`config.mk`:
```
export PLATFORM = sky130hd
export DESIGN_NAME = r5p_tcb_trace
export DESIGN_NICKNAME = d
export VERILOG_FILES = /design/src/rtl/r5p_trace_pkg.sv /design/src/rtl/r5p_trace_fifo.sv /design/src/rtl/r5p_tcb_trace.sv
export SDC_FILE = /design/constraint.sdc
export NUM_CORES = 2
export LEC_CHECK = 0
export ABC_AREA = 1
export BUFFER_PORTS_ARGS = -buffer_cell sky130_fd_sc_hd__buf_2
export CAP_MARGIN = 20
export CORE_MARGIN = 4
export CORE_UTILIZATION = 30
export CTS_BUF_LIST = sky130_fd_sc_hd__clkbuf_4 sky130_fd_sc_hd__clkbuf_8 sky130_fd_sc_hd__clkbuf_16
export CTS_CLUSTER_DIAMETER = 50
export CTS_CLUSTER_SIZE = 14
export DETAILED_ROUTE_END_ITERATION = 6
export PLACE_DENSITY = 0.56
export REMOVE_ABC_BUFFERS = 1
export SYNTH_ARGS = -nofsm -noshare
export SYNTH_HDL_FRONTEND = slang
export SYNTH_SLANG_ARGS = --single-unit
```
`constraint.sdc`:
```
create_clock -name clk -period 23.9 [get_ports clk]
set_input_delay 4.78 -clock clk [delete_from_list [all_inputs] [get_ports clk]]
set_output_delay 4.78 -clock clk [all_outputs]
set_load 0.02 [all_outputs]
```
`src/rtl/r5p_trace_pkg.sv`:
```
// Shared types and helpers for the R5P retirement-trace collector.
// The record layout is fixed by the package constants below.
package r5p_trace_pkg;

    localparam int XLEN = 32;
    localparam int GNUM = 32;
    localparam int GLOG = $clog2(GNUM);
    localparam int CW   = 32;

    typedef struct packed {
        logic [CW-1:0]   seq;
        logic [XLEN-1:0] pc;
        logic [XLEN-1:0] ins;
        logic [2:0]      siz;
        logic            gpr_wen;
        logic [GLOG-1:0] gpr_wid;
        logic [XLEN-1:0] gpr_wdt;
        logic            lsu_vld;
        logic            lsu_wen;
        logic [XLEN-1:0] lsu_adr;
        logic [XLEN-1:0] lsu_dat;
        logic            lsu_err;
    } trace_rec_t;

    // Instruction size in bytes from the two opcode LSBs (11 = 32-bit, else compressed)
    function automatic logic [2:0] siz_dec(input logic [1:0] op);
        return (op == 2'b11) ? 3'd4 : 3'd2;
    endfunction

    function automatic logic [CW-1:0] sat_inc(input logic [CW-1:0] val);
        return (val == {CW{1'b1}}) ? val : val + 1'b1;
    endfunction

endpackage

```
`src/rtl/r5p_trace_fifo.sv`:
```
// Generic first-word-fall-through FIFO with full/empty flags.
// Pushes while full and pops while empty are ignored.
module r5p_trace_fifo #(
    parameter int DW    = 8,
    parameter int DEPTH = 8
) (
    input  logic          clk,
    input  logic          rst,
    input  logic          push,
    input  logic [DW-1:0] wdat,
    input  logic          pop,
    output logic [DW-1:0] rdat,
    output logic          full,
    output logic          empty
);

    localparam int AW = $clog2(DEPTH);

    logic [DW-1:0] mem [DEPTH];
    logic [AW:0]   wr_ptr;
    logic [AW:0]   rd_ptr;

    assign empty = (wr_ptr == rd_ptr);
    assign full  = (wr_ptr[AW] != rd_ptr[AW]) && (wr_ptr[AW-1:0] == rd_ptr[AW-1:0]);
    assign rdat  = mem[rd_ptr[AW-1:0]];

    always_ff @(posedge clk or negedge rst) begin
        if (!rst) begin
            wr_ptr <= '0;
            rd_ptr <= '0;
        end else begin
            if (push && !full)
                wr_ptr <= wr_ptr + 1'b1;
            if (pop && !empty)
                rd_ptr <= rd_ptr + 1'b1;
        end
    end

    always_ff @(posedge clk) begin
        if (push && !full)
            mem[wr_ptr[AW-1:0]] <= wdat;
    end

endmodule

```
`src/rtl/r5p_tcb_trace.sv`:
```
// Passive retirement-trace collector: taps IFU/LSU TCB busses and the GPR write
// port, pairs each fetch with its write-back and memory access, streams records out.
module r5p_tcb_trace #(
    parameter int XLEN  = 32,
    parameter int GNUM  = 32,
    parameter int DLY   = 1,
    parameter int DEPTH = 8,
    parameter int CW    = 32
) (
    input  logic                          clk,
    input  logic                          rst,
    input  logic                          trc_en,
    input  logic                          ifu_vld,
    input  logic                          ifu_rdy,
    input  logic [XLEN-1:0]               ifu_adr,
    input  logic [XLEN-1:0]               ifu_rdt,
    input  logic                          lsu_vld,
    input  logic                          lsu_rdy,
    input  logic                          lsu_wen,
    input  logic [XLEN-1:0]               lsu_adr,
    input  logic [XLEN-1:0]               lsu_wdt,
    input  logic [XLEN-1:0]               lsu_rdt,
    input  logic                          gpr_wen,
    input  logic [$clog2(GNUM)-1:0]       gpr_wid,
    input  logic [XLEN-1:0]               gpr_wdt,
    output logic                          trc_vld,
    input  logic                          trc_rdy,
    output r5p_trace_pkg::trace_rec_t     trc_dat,
    output logic                          ovf,
    output logic [CW-1:0]                 cnt_ret,
    output logic [CW-1:0]                 cnt_ld,
    output logic [CW-1:0]                 cnt_st,
    output logic [CW-1:0]                 cnt_drop
);

    import r5p_trace_pkg::*;

    // request-side delay lines, aligning each request with its response cycle
    logic [DLY-1:0]  ifu_dv;
    logic [XLEN-1:0] ifu_da [DLY];
    logic [DLY-1:0]  lsu_dv;
    logic [DLY-1:0]  lsu_dw;
    logic [XLEN-1:0] lsu_da [DLY];
    logic [XLEN-1:0] lsu_dd [DLY];

    always_ff @(posedge clk or negedge rst) begin
        if (!rst) begin
            ifu_dv <= '0;
            lsu_dv <= '0;
        end else begin
            ifu_dv[0] <= ifu_vld & ifu_rdy;
            lsu_dv[0] <= lsu_vld & lsu_rdy;
            for (int i = 1; i < DLY; i++) begin
                ifu_dv[i] <= ifu_dv[i-1];
                lsu_dv[i] <= lsu_dv[i-1];
            end
        end
    end

    always_ff @(posedge clk) begin
        ifu_da[0] <= ifu_adr;
        lsu_dw[0] <= lsu_wen;
        lsu_da[0] <= lsu_adr;
        lsu_dd[0] <= lsu_wdt;
        for (int i = 1; i < DLY; i++) begin
            ifu_da[i] <= ifu_da[i-1];
            lsu_dw[i] <= lsu_dw[i-1];
            lsu_da[i] <= lsu_da[i-1];
            lsu_dd[i] <= lsu_dd[i-1];
        end
    end

    logic            fetch_ev;
    logic            lsu_ev;
    logic [XLEN-1:0] lsu_dat_ev;
    logic [2:0]      fetch_siz;

    assign fetch_ev   = ifu_dv[DLY-1];
    assign lsu_ev     = lsu_dv[DLY-1];
    assign lsu_dat_ev = lsu_dw[DLY-1] ? lsu_dd[DLY-1] : lsu_rdt;
    assign fetch_siz  = siz_dec(ifu_rdt[1:0]);

    // pending fetch (awaiting its retirement) and the LSU window that belongs to it
    logic            pend_vld;
    logic [XLEN-1:0] pend_pc;
    logic [XLEN-1:0] pend_ins;
    logic [2:0]      pend_siz;
    logic            win_vld;
    logic            win_wen;
    logic [XLEN-1:0] win_adr;
    logic [XLEN-1:0] win_dat;
    logic            win_err;
    logic [CW-1:0]   seq;

    trace_rec_t rec;
    logic       rec_form;
    logic       fifo_full;
    logic       fifo_empty;
    logic       rec_push;
    logic       rec_drop;

    always_comb begin
        rec         = '0;
        rec.seq     = seq;
        rec.pc      = pend_pc;
        rec.ins     = pend_ins;
        rec.siz     = pend_siz;
        rec.gpr_wen = gpr_wen && (gpr_wid != '0);
        rec.gpr_wid = gpr_wid;
        rec.gpr_wdt = gpr_wdt;
        rec.lsu_vld = win_vld;
        rec.lsu_wen = win_vld & win_wen;
        rec.lsu_adr = win_vld ? win_adr : '0;
        rec.lsu_dat = win_vld ? win_dat : '0;
        rec.lsu_err = win_vld & win_err;
    end

    assign rec_form = fetch_ev && pend_vld;
    assign rec_push = rec_form && trc_en && !fifo_full;
    assign rec_drop = rec_form && trc_en && fifo_full;

    always_ff @(posedge clk or negedge rst) begin
        if (!rst) begin
            pend_vld <= 1'b0;
            pend_pc  <= '0;
            pend_ins <= '0;
            pend_siz <= '0;
            win_vld  <= 1'b0;
            win_wen  <= 1'b0;
            win_adr  <= '0;
            win_dat  <= '0;
            win_err  <= 1'b0;
            seq      <= '0;
            cnt_ret  <= '0;
            cnt_ld   <= '0;
            cnt_st   <= '0;
            cnt_drop <= '0;
            ovf      <= 1'b0;
        end else begin
            if (fetch_ev) begin
                pend_vld <= 1'b1;
                pend_pc  <= ifu_da[DLY-1];
                pend_siz <= fetch_siz;
                pend_ins <= (fetch_siz == 3'd4) ? ifu_rdt : {{(XLEN-16){1'b0}}, ifu_rdt[15:0]};
            end
            // an LSU event coinciding with a fetch event opens the new window
            if (lsu_ev) begin
                win_vld <= 1'b1;
                win_wen <= lsu_dw[DLY-1];
                win_adr <= lsu_da[DLY-1];
                win_dat <= lsu_dat_ev;
                win_err <= win_vld && !fetch_ev;
            end else if (fetch_ev) begin
                win_vld <= 1'b0;
                win_err <= 1'b0;
            end
            if (rec_form) begin
                seq     <= seq + 1'b1;
                cnt_ret <= sat_inc(cnt_ret);
                if (win_vld && !win_wen)
                    cnt_ld <= sat_inc(cnt_ld);
                if (win_vld && win_wen)
                    cnt_st <= sat_inc(cnt_st);
            end
            if (rec_drop) begin
                cnt_drop <= sat_inc(cnt_drop);
                ovf      <= 1'b1;
            end
        end
    end

    r5p_trace_fifo #(
        .DW    ($bits(trace_rec_t)),
        .DEPTH (DEPTH)
    ) u_fifo (
        .clk   (clk),
        .rst   (rst),
        .push  (rec_push),
        .wdat  (rec),
        .pop   (trc_rdy),
        .rdat  (trc_dat),
        .full  (fifo_full),
        .empty (fifo_empty)
    );

    assign trc_vld = !fifo_empty;

endmodule

```
======== Word level (Yosys, flattened, before mapping) ========
Memory sizes are Yosys's and may differ from the RTL's. A register that Yosys moved wholly into a read port is not among the register bits.
Cells that the tools add are included.
word-level totals
  register bits ........................... 243
  bits in writable memories ............... 1,728
  bits of input ports ..................... 207
  output and inout port bits .............. 334
  word-level logic and storage cells ...... 79
  memories kept ........................... 4
memory list
  name        words  bits a word  rd ports  clocked after memory_dff  write ports  line                  RTL
  u_fifo.mem  8      204          1         0                         1            r5p_trace_fifo.sv:19  logic [DW-1:0] mem [DEPTH];
  ifu_da      1      32           1         1                         1            r5p_tcb_trace.sv:40   logic [XLEN-1:0] ifu_da [DLY];
  lsu_da      1      32           1         1                         1            r5p_tcb_trace.sv:43   logic [XLEN-1:0] lsu_da [DLY];
  lsu_dd      1      32           1         0                         1            r5p_tcb_trace.sv:44   logic [XLEN-1:0] lsu_dd [DLY];
operators by class
  $add $sub $neg .......................... 7
  eq/ne operators ......................... 9
  muxes and demuxes ....................... 10
  bitwise gates (word level) .............. 8
  reductions and logical operators ........ 23
operator list
  cell                                           count
  adder 32 x 1 -> 32 bit, second input constant  5
  == test 32 bit, second input constant          4
  two-way mux 32 bit                             4
  logical AND 1 bit                              11
  adder 4 x 1 -> 4 bit, second input constant    2
  zero test 1 bit                                6
  AND reduction 3 bit                            2
  two-way mux 1 bit                              5
  nonzero test 5 bit                             1
  AND 1 bit                                      4
  == test 4 bit                                  1
  inverter 1 bit                                 4
  AND reduction 2 bit                            2
  == test 3 bit                                  1
  == test 3 bit, second input constant           1
  two-way mux 3 bit                              1
  == test 2 bit, second input constant           1
  nonzero test 2 bit                             1
  inequality test 1 bit                          1

======== Logic depth before layout (Yosys ltp) ========
  depth in word-level cells ............... 7
  gate-level depth with buffers ........... 12
  depth with buffers taken out ............ 10

======== Modules after synthesis ========
From an unflattened synthesis, not the netlist that was laid out.
unflattened totals
  cells, all modules ...................... 7,014
  area total of the unflattened synthesis .. 80,925.1 um^2
by module, submodules not included
  module          instances  cells each  area an instance (um^2)  sequential area each (um^2)
  r5p_trace_fifo  1          4,691       63,005.4                 49,207.2
  r5p_tcb_trace   1          2,323       17,919.7                 9,374.0

======== Worst setup path after synthesis ========
No wires, ideal clock.
  path kind ............................... input to register
  start ................................... input port trc_en
  end ..................................... memory u_fifo.mem[0][0] (netlist bit), enable pin
  setup time .............................. 0.770 ns
  arrival time ............................ 13.794 ns
  required time ........................... 23.130 ns
  path slack .............................. 9.336 ns
  stages .................................. 6
  path buffers ............................ 0
  cell sequence ........................... inv_1 > nor2_1 > nand2_1 > inv_2 > nand2_1 > nor2_1
on the way
  word-level cells in the longest chain between the ends .. 5
ends and longest elaborated chain
  item                                     line                  RTL
  start: declaration                       r5p_tcb_trace.sv:12   input logic trc_en,
  logical AND 1 bit (2 in a row)           r5p_tcb_trace.sv:119  assign rec_push = rec_form && trc_en && !fifo_full;
  logical AND 1 bit                        r5p_trace_fifo.sv:40  if (push && !full)
  two-way mux 1 bit                        r5p_trace_fifo.sv:40
  two-way mux 1 bit (implied by the code)  r5p_trace_fifo.sv:41  mem[wr_ptr[AW-1:0]] <= wdat;
  end: declaration                         r5p_trace_fifo.sv:19
Every way passes these cells.

==> metrics <==
antenna-violating nets left 0; die area 0.278 mm^2; postcts setup bufs 0; post-CTS sizing 0; Final #Nets 7867; vias 54300; arrival time at the worst endpoint 7030 ps; worst-case clock buffer depth 4; kind of critical path reg2out; Overall Global Routing Usage 0.153; switching power 4000 uW; CP max stage delay 920 ps; pin count of the biggest net entering global routing 214; WP depth 10; cell family with most CP delay buffers and inverters; worst vdd ir 71.0 uV; relative slew slack 0.259; clock skew 60.5 ps; # setup viols final 0; worst hold-check path type reg2reg; # port buffers 539; critical path launch point u_fifo.rd_ptr[0]; TNS Setup 0 ps; Routed WL 221 mm; drt wl/cell 19.4 um; CP Capture Type output pin; first-pass GRT wire length 330 mm; Vias per Instance 4.76; FP Rows 190; Die W 527 um; CTS tree yes; I/O Pins 541; total CTS buffers 233; share of total power in the clock network 0.327; Pleak 0.0360 uW; CTS Sinks 2026; Yosys reg bits 2026; Worst-Skew Late Latency 860 ps; WP buf/inv 6; largest cells by area after synthesis edfxtp_1 60%, dfrtp_1 9.4%, nand2_1 7.9%, nor2_1 5.9%, o21ai_0 5.2%; multi-input combinational cell area 0.0202 mm^2; status finished clean; hold_ws 421 ps; critical path capture point trc_dat[116]; hold path depth 2; Critical Path RT 19120 ps; Initial Util 0.302; Worst setup SP type flop; Area growth, synth to finish 17.4%; register clock-pin slew on the reported worst setup and hold paths 70 ps; CORE AREA 0.268 mm^2; RR Endpoint u_fifo.mem[2][86]; Crit path top cell by count buf_4; library cells used by synthesis 37; Post-synth EDFFs 1624; RSZ-0062 raised after global routing no; P_int 6890 uW; hold_buf cts 0; synthesized cell area 0.0809 mm^2; GPL Wtd Cong 0.859; sequential area share after synthesis 0.721; Synth Area per Inst 11.3 um^2; CTS HTree Levels 4; total grt overflow 0; reg2reg setup slack 18000 ps; main flop type after synthesis edfxtp_1; Slew Limit Fails 0; residual DRC count 0; root buf cell clkbuf_16; layout cells sized above 1 0.138; asr flop ratio synth 0.151; crit share post-route 0.494; 1st-iter DRT viols 4196; worst r2r src u_fifo.rd_ptr[0]; vias in the first global route 52500; critical-path maximum fanout 99; Seq pwr share 0.382; Die Y 527 um; Syn Inst Count 7183; Peak Freq 0.0847 GHz; Sw Ratio 0.367; Tmin final 11810 ps; CP max stage cell buf_4; TritonRoute pass-1 iters 6; register area 0.0584 mm^2; Ys Warns 0; cell count of the worst reg-to-reg path 14; initial antenna violation count 32; final hold violation count 0; Synth area leader edfxtp_1; combinational power share 0.291; top-area cell type share of the netlist area 0.603; Worst-Margin Slew 1110 ps; fill count 26400; critical-path cell list buf_4, buf_4, buf_4, buf_4, buf_4, o21ai_0, o21ai_1, a21oi_1, a31oi_1, buf_2; hpwl dp 123 mm; max_cap viols 0; Cell Pwr Density 115 mW/mm^2
[power groups by stage]
stage          combinational (uW)  clock, uW  sequential (uW)
2_1_floorplan                2060          0             4400
3_3_place_gp                 3180          0             4230
3_5_place_dp                 3210          0             4240
4_1_cts                      3220       3650             4160
5_1_grt                      3500       3810             4180
6_report                     3170       3570             4160
[worst min-delay path by stage]
stage / start / endpoint / slack [ps]
floorplan: lsu_da[0][0] / win_adr[0] / 410
global placement: ifu_da[0][20] / pend_pc[20] / 410
detailed placement: ifu_da[0][25] / pend_pc[25] / 420
CTS: ifu_da[0][4] / pend_pc[4] / 430
global route: ifu_da[0][10] / pend_pc[10] / 440
finish: ifu_da[0][4] / pend_pc[4] / 420
[synth_stat cells (29+ instances only)]
cell type  number
buf_1          30
dfxtp_1        97
a31oi_1       203
clkbuf_1      220
inv_1         183
nand4_1        41
nand3b_1       45
nor2_1       1277
edfxtp_1     1624
buf_2          75
xor2_1         52
nand3_1        59
xnor2_1        29
o21ai_1        53
buf_4          58
dfrtp_1       305
o21ai_0       845
a21oi_1       203
nand2_1      1708
[state kept, by name, indices dropped and copies added (netlist names), 2 cells and up]
register,count
u_fifo.mem,1624
cnt_drop,32
cnt_ld,32
cnt_ret,32
cnt_st,32
ifu_da,32
lsu_da,32
lsu_dd,32
pend_ins,32
pend_pc,32
seq,32
win_adr,32
win_dat,32
u_fifo.rd_ptr,4
u_fifo.wr_ptr,4
pend_siz,2
[worst reg2reg max path: cells and delay by family (launching register included)]
kind,cells,cell delay (ps)
and+or+nand+nor,8,1390
DFF,1,800
buffers and inverters,6,3240
[kinds of logic (layout without fill, tap and decap cells)]
logic type	after synthesis	after routing	synth area share
XOR/XNOR	81	81	0.00877
adder cells (fa/ha/maj)	7	7	0.00108
buffers and inverters	574	1234	0.0307
other	1	17	0.0000463
flip-flops	2026	2026	0.721
AO/OA/AOI/OAI	1323	1323	0.0858
AND/OR/NAND/NOR	3171	3171	0.153
[final cells by class]
type	instances	share of cell area
Sequential cell	2026	0.614
Clock inverter	133	0.0151
Inverter	189	0.00776
Multi-Input combinational cell	4583	0.212
Timing Repair Buffer	620	0.0357
Antenna cell	16	0.000421
Clock buffer	292	0.0677
Tap cell	3552	0.0468
[cell usage in the layout (no fill, tap or decap), types with 29 or more instances in the layout]
cell          n
inv_6        36
o21ai_1      53
nand2_1    1708
xor2_1       52
xnor2_1      29
dfrtp_1     299
buf_4        75
nand4_1      41
edfxtp_1   1624
nand3_1      59
o21ai_0     845
nand3b_1     45
a21oi_1     203
clkbuf_4     43
buf_2       538
clkbuf_16   238
nor2_1     1269
inv_1       181
a31oi_1     203
dfxtp_1      97
[metal layers]
| layer | GRT usage | vias to the layer above | share of wire |
|---|---|---|---|
| li1 | - | 25700 | - |
| met1 | 0.208 | 26600 | 0.44 |
| met2 | 0.243 | 1662 | 0.46 |
| met3 | 0.0388 | 311 | 0.076 |
| met4 | 0.0398 | 20 | 0.023 |
| met5 | 0 | - | 0.00065 |
[stage by stage]
stage,total power [uW],util,area [um^2],setup WS (ps),instances
floorplan,6460,-,79200,-20110,6798
global placement,7410,0.325,87100,13060,11000
detailed placement,7450,0.325,87100,12990,11000
CTS,11000,0.354,95000,12030,11400
global route,11500,0.354,95000,11530,11400
finish,10900,0.354,95000,12090,11400
Power figures use the tool's default switching activity.
